**src/rtl/mux_scan_ctrl_pkg.sv**
```systemverilog
// mux_scan_pkg -- shared definitions for the 4:1 mux scan controller.
//   state_t     : FSM state encoding (IDLE=0, SCAN=1)
//   NUM_CH/CH_W : number of mux channels and select width
//   lowest_ch() : lowest enabled channel in a mask
//   next_ch()   : next higher enabled channel, or wrap to the lowest with last=1
package mux_scan_pkg;

   localparam int NUM_CH = 4;
   localparam int CH_W   = 2;

   typedef enum logic {
      IDLE = 1'b0,
      SCAN = 1'b1
   } state_t;

   typedef logic [CH_W-1:0]   ch_t;
   typedef logic [NUM_CH-1:0] mask_t;

   typedef struct packed {
      ch_t  ch;    // channel to select next
      logic last;  // no higher enabled channel: ch wrapped to the lowest one
   } next_ch_t;

   // Scanning from the top down leaves the lowest set bit as the result.
   function automatic ch_t lowest_ch(input mask_t mask);
      ch_t r;
      r = '0;
      for (int i = NUM_CH - 1; i >= 0; i--) begin
         if (mask[i]) r = ch_t'(i);
      end
      return r;
   endfunction

   function automatic next_ch_t next_ch(input mask_t mask, input ch_t ch);
      next_ch_t r;
      r.ch   = lowest_ch(mask);
      r.last = 1'b1;
      // Top-down scan so the closest higher enabled channel wins.
      for (int i = NUM_CH - 1; i >= 0; i--) begin
         if (mask[i] && (i > int'(ch))) begin
            r.ch   = ch_t'(i);
            r.last = 1'b0;
         end
      end
      return r;
   endfunction

endpackage

```
**src/rtl/mux_scan_ctrl_if.sv**
```systemverilog
// mux_scan_ctrl_if -- command, mux and result signals of the scan controller.
//   start/stop/cont/en_mask : scan commands (master -> slave)
//   y                       : mux output sampled by the controller
//   s0/s1                   : mux selects, channel = {s1,s0}
//   word/word_valid         : captured word and its one-cycle strobe
//   busy                    : controller is scanning
// The slave modport is the controller; master is whoever drives commands
// and presents the mux output.
interface mux_scan_ctrl_if;
   import mux_scan_pkg::*;

   logic  start;
   logic  stop;
   logic  cont;
   mask_t en_mask;
   logic  y;
   logic  s0;
   logic  s1;
   mask_t word;
   logic  word_valid;
   logic  busy;

   modport master (
      output start, stop, cont, en_mask, y,
      input  s0, s1, word, word_valid, busy
   );

   modport slave (
      input  start, stop, cont, en_mask, y,
      output s0, s1, word, word_valid, busy
   );

endinterface

```
**src/rtl/mux_scan_ctrl_settle_counter.sv**
```systemverilog
// settle_counter -- dwell timer counting 1..SETTLE and wrapping back to 1.
//   clk  : rising-edge clock
//   rst  : synchronous active-high reset (count -> 1)
//   clr  : restart the window (count -> 1)
//   en   : advance the count
//   done : count has reached SETTLE (last cycle of the window)
module settle_counter #(
   parameter int SETTLE = 2
) (
   input  logic clk,
   input  logic rst,
   input  logic clr,
   input  logic en,
   output logic done
);

   localparam int CNT_W = (SETTLE < 2) ? 1 : $clog2(SETTLE + 1);

   logic [CNT_W-1:0] cnt_reg;

   assign done = (cnt_reg == CNT_W'(SETTLE));

   always_ff @(posedge clk) begin
      if (rst || clr) begin
         cnt_reg <= CNT_W'(1);
      end else if (en) begin
         cnt_reg <= done ? CNT_W'(1) : cnt_reg + CNT_W'(1);
      end
   end

endmodule

```
**src/rtl/mux_scan_ctrl.sv**
```systemverilog
// mux_scan_ctrl -- round-robin scan controller for a 4:1 mux.
// Steps the mux selects through the enabled channels, holds each for SETTLE
// cycles, samples y on the last edge of the window and emits the assembled
// 4-bit word with a one-cycle valid strobe.
//   clk : rising-edge clock
//   rst : synchronous active-high reset
//   bus : slave side of mux_scan_ctrl_if (commands in, selects/word/status out)
module mux_scan_ctrl
   import mux_scan_pkg::*;
#(
   parameter int SETTLE = 2
) (
   input  logic           clk,
   input  logic           rst,
   mux_scan_ctrl_if.slave bus
);

   state_t   state_reg, state_next;
   ch_t      ch_reg;
   mask_t    mask_reg;
   logic     cont_reg;
   mask_t    shadow_reg;
   mask_t    word_reg;
   logic     valid_reg;

   logic     settle_done;
   logic     cnt_clr;
   logic     cnt_en;
   logic     do_start;
   logic     do_abort;
   logic     do_sample;
   logic     do_finish;
   logic     busy;
   next_ch_t nxt;
   mask_t    sample_vec;

   settle_counter #(.SETTLE(SETTLE)) u_settle (
      .clk  (clk),
      .rst  (rst),
      .clr  (cnt_clr),
      .en   (cnt_en),
      .done (settle_done)
   );

   assign nxt = next_ch(mask_reg, ch_reg);

   // The current sample placed at the bit of the selected channel only;
   // disabled channels are never selected, so their bits stay 0.
   generate
      for (genvar gi = 0; gi < NUM_CH; gi++) begin : g_sample
         assign sample_vec[gi] = bus.y && (ch_reg == ch_t'(gi));
      end
   endgenerate

   // ---------------- FSM: state register ----------------
   always_ff @(posedge clk) begin
      if (rst) state_reg <= IDLE;
      else     state_reg <= state_next;
   end

   // ---------------- FSM: next state ----------------
   always_comb begin
      state_next = state_reg;
      case (state_reg)
         IDLE: begin
            if (bus.start && !bus.stop && (bus.en_mask != '0)) state_next = SCAN;
         end
         SCAN: begin
            if (bus.stop)                                     state_next = IDLE;
            else if (settle_done && nxt.last && !cont_reg)    state_next = IDLE;
         end
         default: state_next = IDLE;
      endcase
   end

   // ---------------- FSM: outputs / datapath controls ----------------
   always_comb begin
      do_start  = 1'b0;
      do_abort  = 1'b0;
      do_sample = 1'b0;
      do_finish = 1'b0;
      cnt_clr   = 1'b0;
      cnt_en    = 1'b0;
      busy      = 1'b0;
      case (state_reg)
         IDLE: begin
            // Holding the counter clear means every scan starts at count 1.
            cnt_clr  = 1'b1;
            do_start = bus.start && !bus.stop && (bus.en_mask != '0);
         end
         SCAN: begin
            busy = 1'b1;
            if (bus.stop) begin
               // stop wins over any sample/complete on the same edge.
               do_abort = 1'b1;
               cnt_clr  = 1'b1;
            end else begin
               cnt_en    = 1'b1;
               do_sample = settle_done;
               do_finish = settle_done && nxt.last;
            end
         end
         default: begin
            cnt_clr = 1'b1;
         end
      endcase
   end

   // ---------------- datapath registers ----------------
   always_ff @(posedge clk) begin
      if (rst) begin
         ch_reg     <= '0;
         mask_reg   <= '0;
         cont_reg   <= 1'b0;
         shadow_reg <= '0;
         word_reg   <= '0;
         valid_reg  <= 1'b0;
      end else begin
         valid_reg <= do_finish;
         if (do_start) begin
            mask_reg   <= bus.en_mask;
            cont_reg   <= bus.cont;
            ch_reg     <= lowest_ch(bus.en_mask);
            shadow_reg <= '0;
         end else if (do_abort) begin
            ch_reg <= '0;
         end else if (do_finish) begin
            word_reg   <= shadow_reg | sample_vec;
            shadow_reg <= '0;
            // On the last channel nxt.ch has already wrapped to the lowest one.
            ch_reg     <= cont_reg ? nxt.ch : '0;
         end else if (do_sample) begin
            shadow_reg <= shadow_reg | sample_vec;
            ch_reg     <= nxt.ch;
         end
      end
   end

   assign bus.s0         = ch_reg[0];
   assign bus.s1         = ch_reg[1];
   assign bus.word       = word_reg;
   assign bus.word_valid = valid_reg;
   assign bus.busy       = busy;

endmodule

```
**src/flat_wrapper.sv**
```systemverilog
// flat-port wrapper written by rule: the top's interface ports become plain ports
module mux_scan_ctrl_flat import mux_scan_pkg::*;
#(
   parameter int SETTLE = 2
)
  (clk, rst, bus_start, bus_stop, bus_cont, bus_en_mask, bus_y, bus_s0, bus_s1, bus_word, bus_word_valid, bus_busy);
  mux_scan_ctrl_if bus_i ();
  input  logic clk;
  input  logic rst;
  input wire logic [$bits(bus_i.start)-1:0] bus_start;
  input wire logic [$bits(bus_i.stop)-1:0] bus_stop;
  input wire logic [$bits(bus_i.cont)-1:0] bus_cont;
  input wire logic [$bits(bus_i.en_mask)-1:0] bus_en_mask;
  input wire logic [$bits(bus_i.y)-1:0] bus_y;
  output wire logic [$bits(bus_i.s0)-1:0] bus_s0;
  output wire logic [$bits(bus_i.s1)-1:0] bus_s1;
  output wire logic [$bits(bus_i.word)-1:0] bus_word;
  output wire logic [$bits(bus_i.word_valid)-1:0] bus_word_valid;
  output wire logic [$bits(bus_i.busy)-1:0] bus_busy;
  assign bus_i.start = bus_start;
  assign bus_i.stop = bus_stop;
  assign bus_i.cont = bus_cont;
  assign bus_i.en_mask = bus_en_mask;
  assign bus_i.y = bus_y;
  assign bus_s0 = bus_i.s0;
  assign bus_s1 = bus_i.s1;
  assign bus_word = bus_i.word;
  assign bus_word_valid = bus_i.word_valid;
  assign bus_busy = bus_i.busy;
  mux_scan_ctrl #(.SETTLE(SETTLE)) u_core (.clk(clk), .rst(rst), .bus(bus_i));
endmodule
```
**config.mk**
```make
export PLATFORM = sky130hd
export DESIGN_NAME = mux_scan_ctrl_flat
export DESIGN_NICKNAME = d
export VERILOG_FILES = /design/src/rtl/mux_scan_ctrl_pkg.sv /design/src/rtl/mux_scan_ctrl_if.sv /design/src/rtl/mux_scan_ctrl_settle_counter.sv /design/src/rtl/mux_scan_ctrl.sv /design/src/flat_wrapper.sv
export SDC_FILE = /design/constraint.sdc
export NUM_CORES = 1
export LEC_CHECK = 0
export CAP_MARGIN = 20
export CORE_MARGIN = 4
export CORE_UTILIZATION = 49
export DETAILED_ROUTE_END_ITERATION = 10
export GPL_ROUTABILITY_DRIVEN = 0
export MAX_ROUTING_LAYER = met4
export PLACE_DENSITY = 0.77
export SKIP_CTS_REPAIR_TIMING = 1
export SLEW_MARGIN = 20
export SYNTH_ARGS = -nofsm -noshare
export SYNTH_HDL_FRONTEND = slang
export SYNTH_SLANG_ARGS = --single-unit
```
**constraint.sdc**
```tcl
create_clock -name clk -period 3.12 [get_ports clk]
set_input_delay 0.312 -clock clk [delete_from_list [all_inputs] [get_ports clk]]
set_output_delay 0.312 -clock clk [all_outputs]
set_load 0.005 [all_outputs]
```
==> results.md <==
* Outcome: complete, no violations
* Drt total wl at 1.90 mm
* Layout Nets at 130
* Hold/Removal Path Class: reg -> reg
* Synth Register Bits at 19
* R2r setup slk at 1.36 ns
* Final min period at 1.84 ns
* Rows at 14
* Sequential share of power at 0.576
* Initial antenna violation count at 0
* Iter 0 DRT Violations at 19
* Pwr dens at 430 nW/um^2
* Fin crit share at 0.591
* Fin util at 0.667
* CTS tree: done
* Worst Path Class, Setup: in -> reg
* Most used flip-flop cell after synthesis: dfxtp_1
* Fmax at 542 MHz
* Worst Tran Pin Value at 0.612 ns
* Via Count at 826
* Net Switching at 0.123 mW
* Crit path largest cell delay at 0.48 ns
* Num CTS Buffers at 3
* Largest net degree at the start of global routing at 19
* Critical path arrival at 2.02 ns
* RSZ-0062 raised after global routing: false
* First-pass GRT wire length at 3.25 mm
* Ports at 18
* Initial Util at 0.542
* Internal power at 0.330 mW
* Share of cells above drive strength 1 at 0.0672
* Die height at 49.8 um
* Detail Placement HPWL at 1.34 mm
* Port Buffers at 17
* Max Slew Vio Count at 0
* Mapped Cells at 103
* Tot GR Track Use at 0.176
* Commonest non-fill, non-tap cell in the layout: dfxtp_1
* Avg Cell Area, Syn at 8.30 um^2
* Final hold vios at 0
* Switching Share at 0.271
* Worst slack, placed at 1.03 ns
* Area Overhead vs Synth at 23.0%
* Yosys warnings at 0
* Remaining DRCs at 0
* Static Leak at 0.366 nW
* Post-synth ARST share at 0
* Clock-pin slew on the worst setup and hold paths at 0.11 ns
* Root Driver: clkbuf_4
* Slowest CP cell: clkdlybuf4s50_1
* Vias per cell at 6.12
* Clk sinks at 19
* Clk network pwr share at 0.284
* Post-synth EDFFs at 0
* Clock Latency Late Sink at 0.31 ns
* Slew margin rel. at 0.591
* Mapped cell area at 855 um^2
* Maximum root-to-sink buffer count at 2
* Global route overflow at 0
* Antenna viol nets, final at 0
* Pre-antenna DRT Iters at 4
* Routed len/inst at 14.1 um
* Crit-path max FO at 8
* Peak VDD IR at 0.252 mV
* Antenna Cells at 0
* Commonest cells after routing, fill and taps aside: dfxtp_1, clkdlybuf4s50_1, nor2_1, a21oi_1, nor2b_1
* CP cell instances: clkdlybuf4s50_1, or3b_4, a21oi_2, a221oi_1, a21oi_1, a211oi_1
* Gate power share at 0.140
* Critical path startpoint category: input pin
* H-tree depth at 1
* Die Footprint at 2480 um^2
* Register area share after synthesis at 0.445
* Vias in the first global route at 767
* Power after layout at 0.452 mW
* Max-Cap Viols at 0
* Clock Skews at 0.00139 ns
* Endpoint type of the worst setup path: flip-flop
* Synthesized Nets at 113
* Required time worst endpoint at 3.29 ns
* Setup tns final at 0 ns
* Die extent in x at 49.8 um
* Core box area at 1580 um^2
* Cell variety after synth at 29
* Final setup margin at 1.28 ns
* # setup viols final at 0
## path summary, 6_finish.rpt
check,from,cells after the start,end
setup / recovery,bus_stop,6,u_core.ch_reg[0]$_SDFFE_PP0P_
setup reg to reg,u_core.ch_reg[0]$_SDFFE_PP0P_,5,u_core.bus.word[0]$_SDFFE_PP0P_
hold reg to reg,u_core.u_settle.cnt_reg[1]$_SDFFE_PP0P_,1,u_core.u_settle.cnt_reg[1]$_SDFFE_PP0P_
hold / removal,u_core.u_settle.cnt_reg[1]$_SDFFE_PP0P_,1,u_core.u_settle.cnt_reg[1]$_SDFFE_PP0P_
## critical path: cells and delay by family
family / cells / cell delay [ns]
AOI/OAI and AO/OA: 4 / 0.79
and+or+nand+nor: 1 / 0.43
buffers and inverters: 1 / 0.48
## routing by layer
layer	part of all wire	vias up	global-route usage
li1	-	409	-
met1	0.47	393	0.224
met2	0.46	19	0.260
met3	0.044	5	0.0361
met4	0.024	0	0.0968
met5	0	-	-
## area by class of cell
cell class	count	area [um^2]
clock inverters	1	5.00
flip-flops and latches	19	380
multi-input cells	77	445
repair buffers	17	170
fillers	148	526
well taps	16	20.0
clock buffers	3	22.5
inverters	2	7.51
## stage by stage
stage / hold WS [ns] / std cells / cell area (um^2)
6_report: 0.451 / 135 / 1050
5_1_grt: 0.476 / 135 / 1050
4_1_cts: 0.451 / 135 / 1050
3_5_place_dp: 0.435 / 131 / 1020
3_3_place_gp: 0.424 / 131 / 1020
2_1_floorplan: 0.405 / 103 / 855
## power by group through the flow
stage | clock network (mW) | registers, mW | logic, mW
3_5_place_dp | 0 | 0.266 | 0.0623
4_1_cts | 0.132 | 0.260 | 0.0631
3_3_place_gp | 0 | 0.265 | 0.0609
2_1_floorplan | 0 | 0.260 | 0.0404
6_report | 0.128 | 0.260 | 0.0634
5_1_grt | 0.144 | 0.262 | 0.0695
## synthesized netlist by cell type (all sizes together) (2+ instances only)
cell    count  area [um^2]
clkbuf      3         11.3
nand2       6         22.5
a31oi       2         12.5
nor2b       7         43.8
dfxtp      19          380
a22oi       3         22.5
nor4        4         25.0
nor2       16         60.1
inv         2         7.51
o21ai       4         20.0
a21oi      14         73.8
o211ai      2         15.0
buf         2         10.0
a211oi      5         37.5
## cells by family (layout without fill, tap and decap cells)
logic type      Yosys count  after routing  share of synthesized area
simple gates             42             42                      0.258
compound gates           35             35                      0.264
flops                    19             19                      0.445
buf+inv                   7             23                     0.0337
Note: power is estimated with default switching activity, not from simulation.
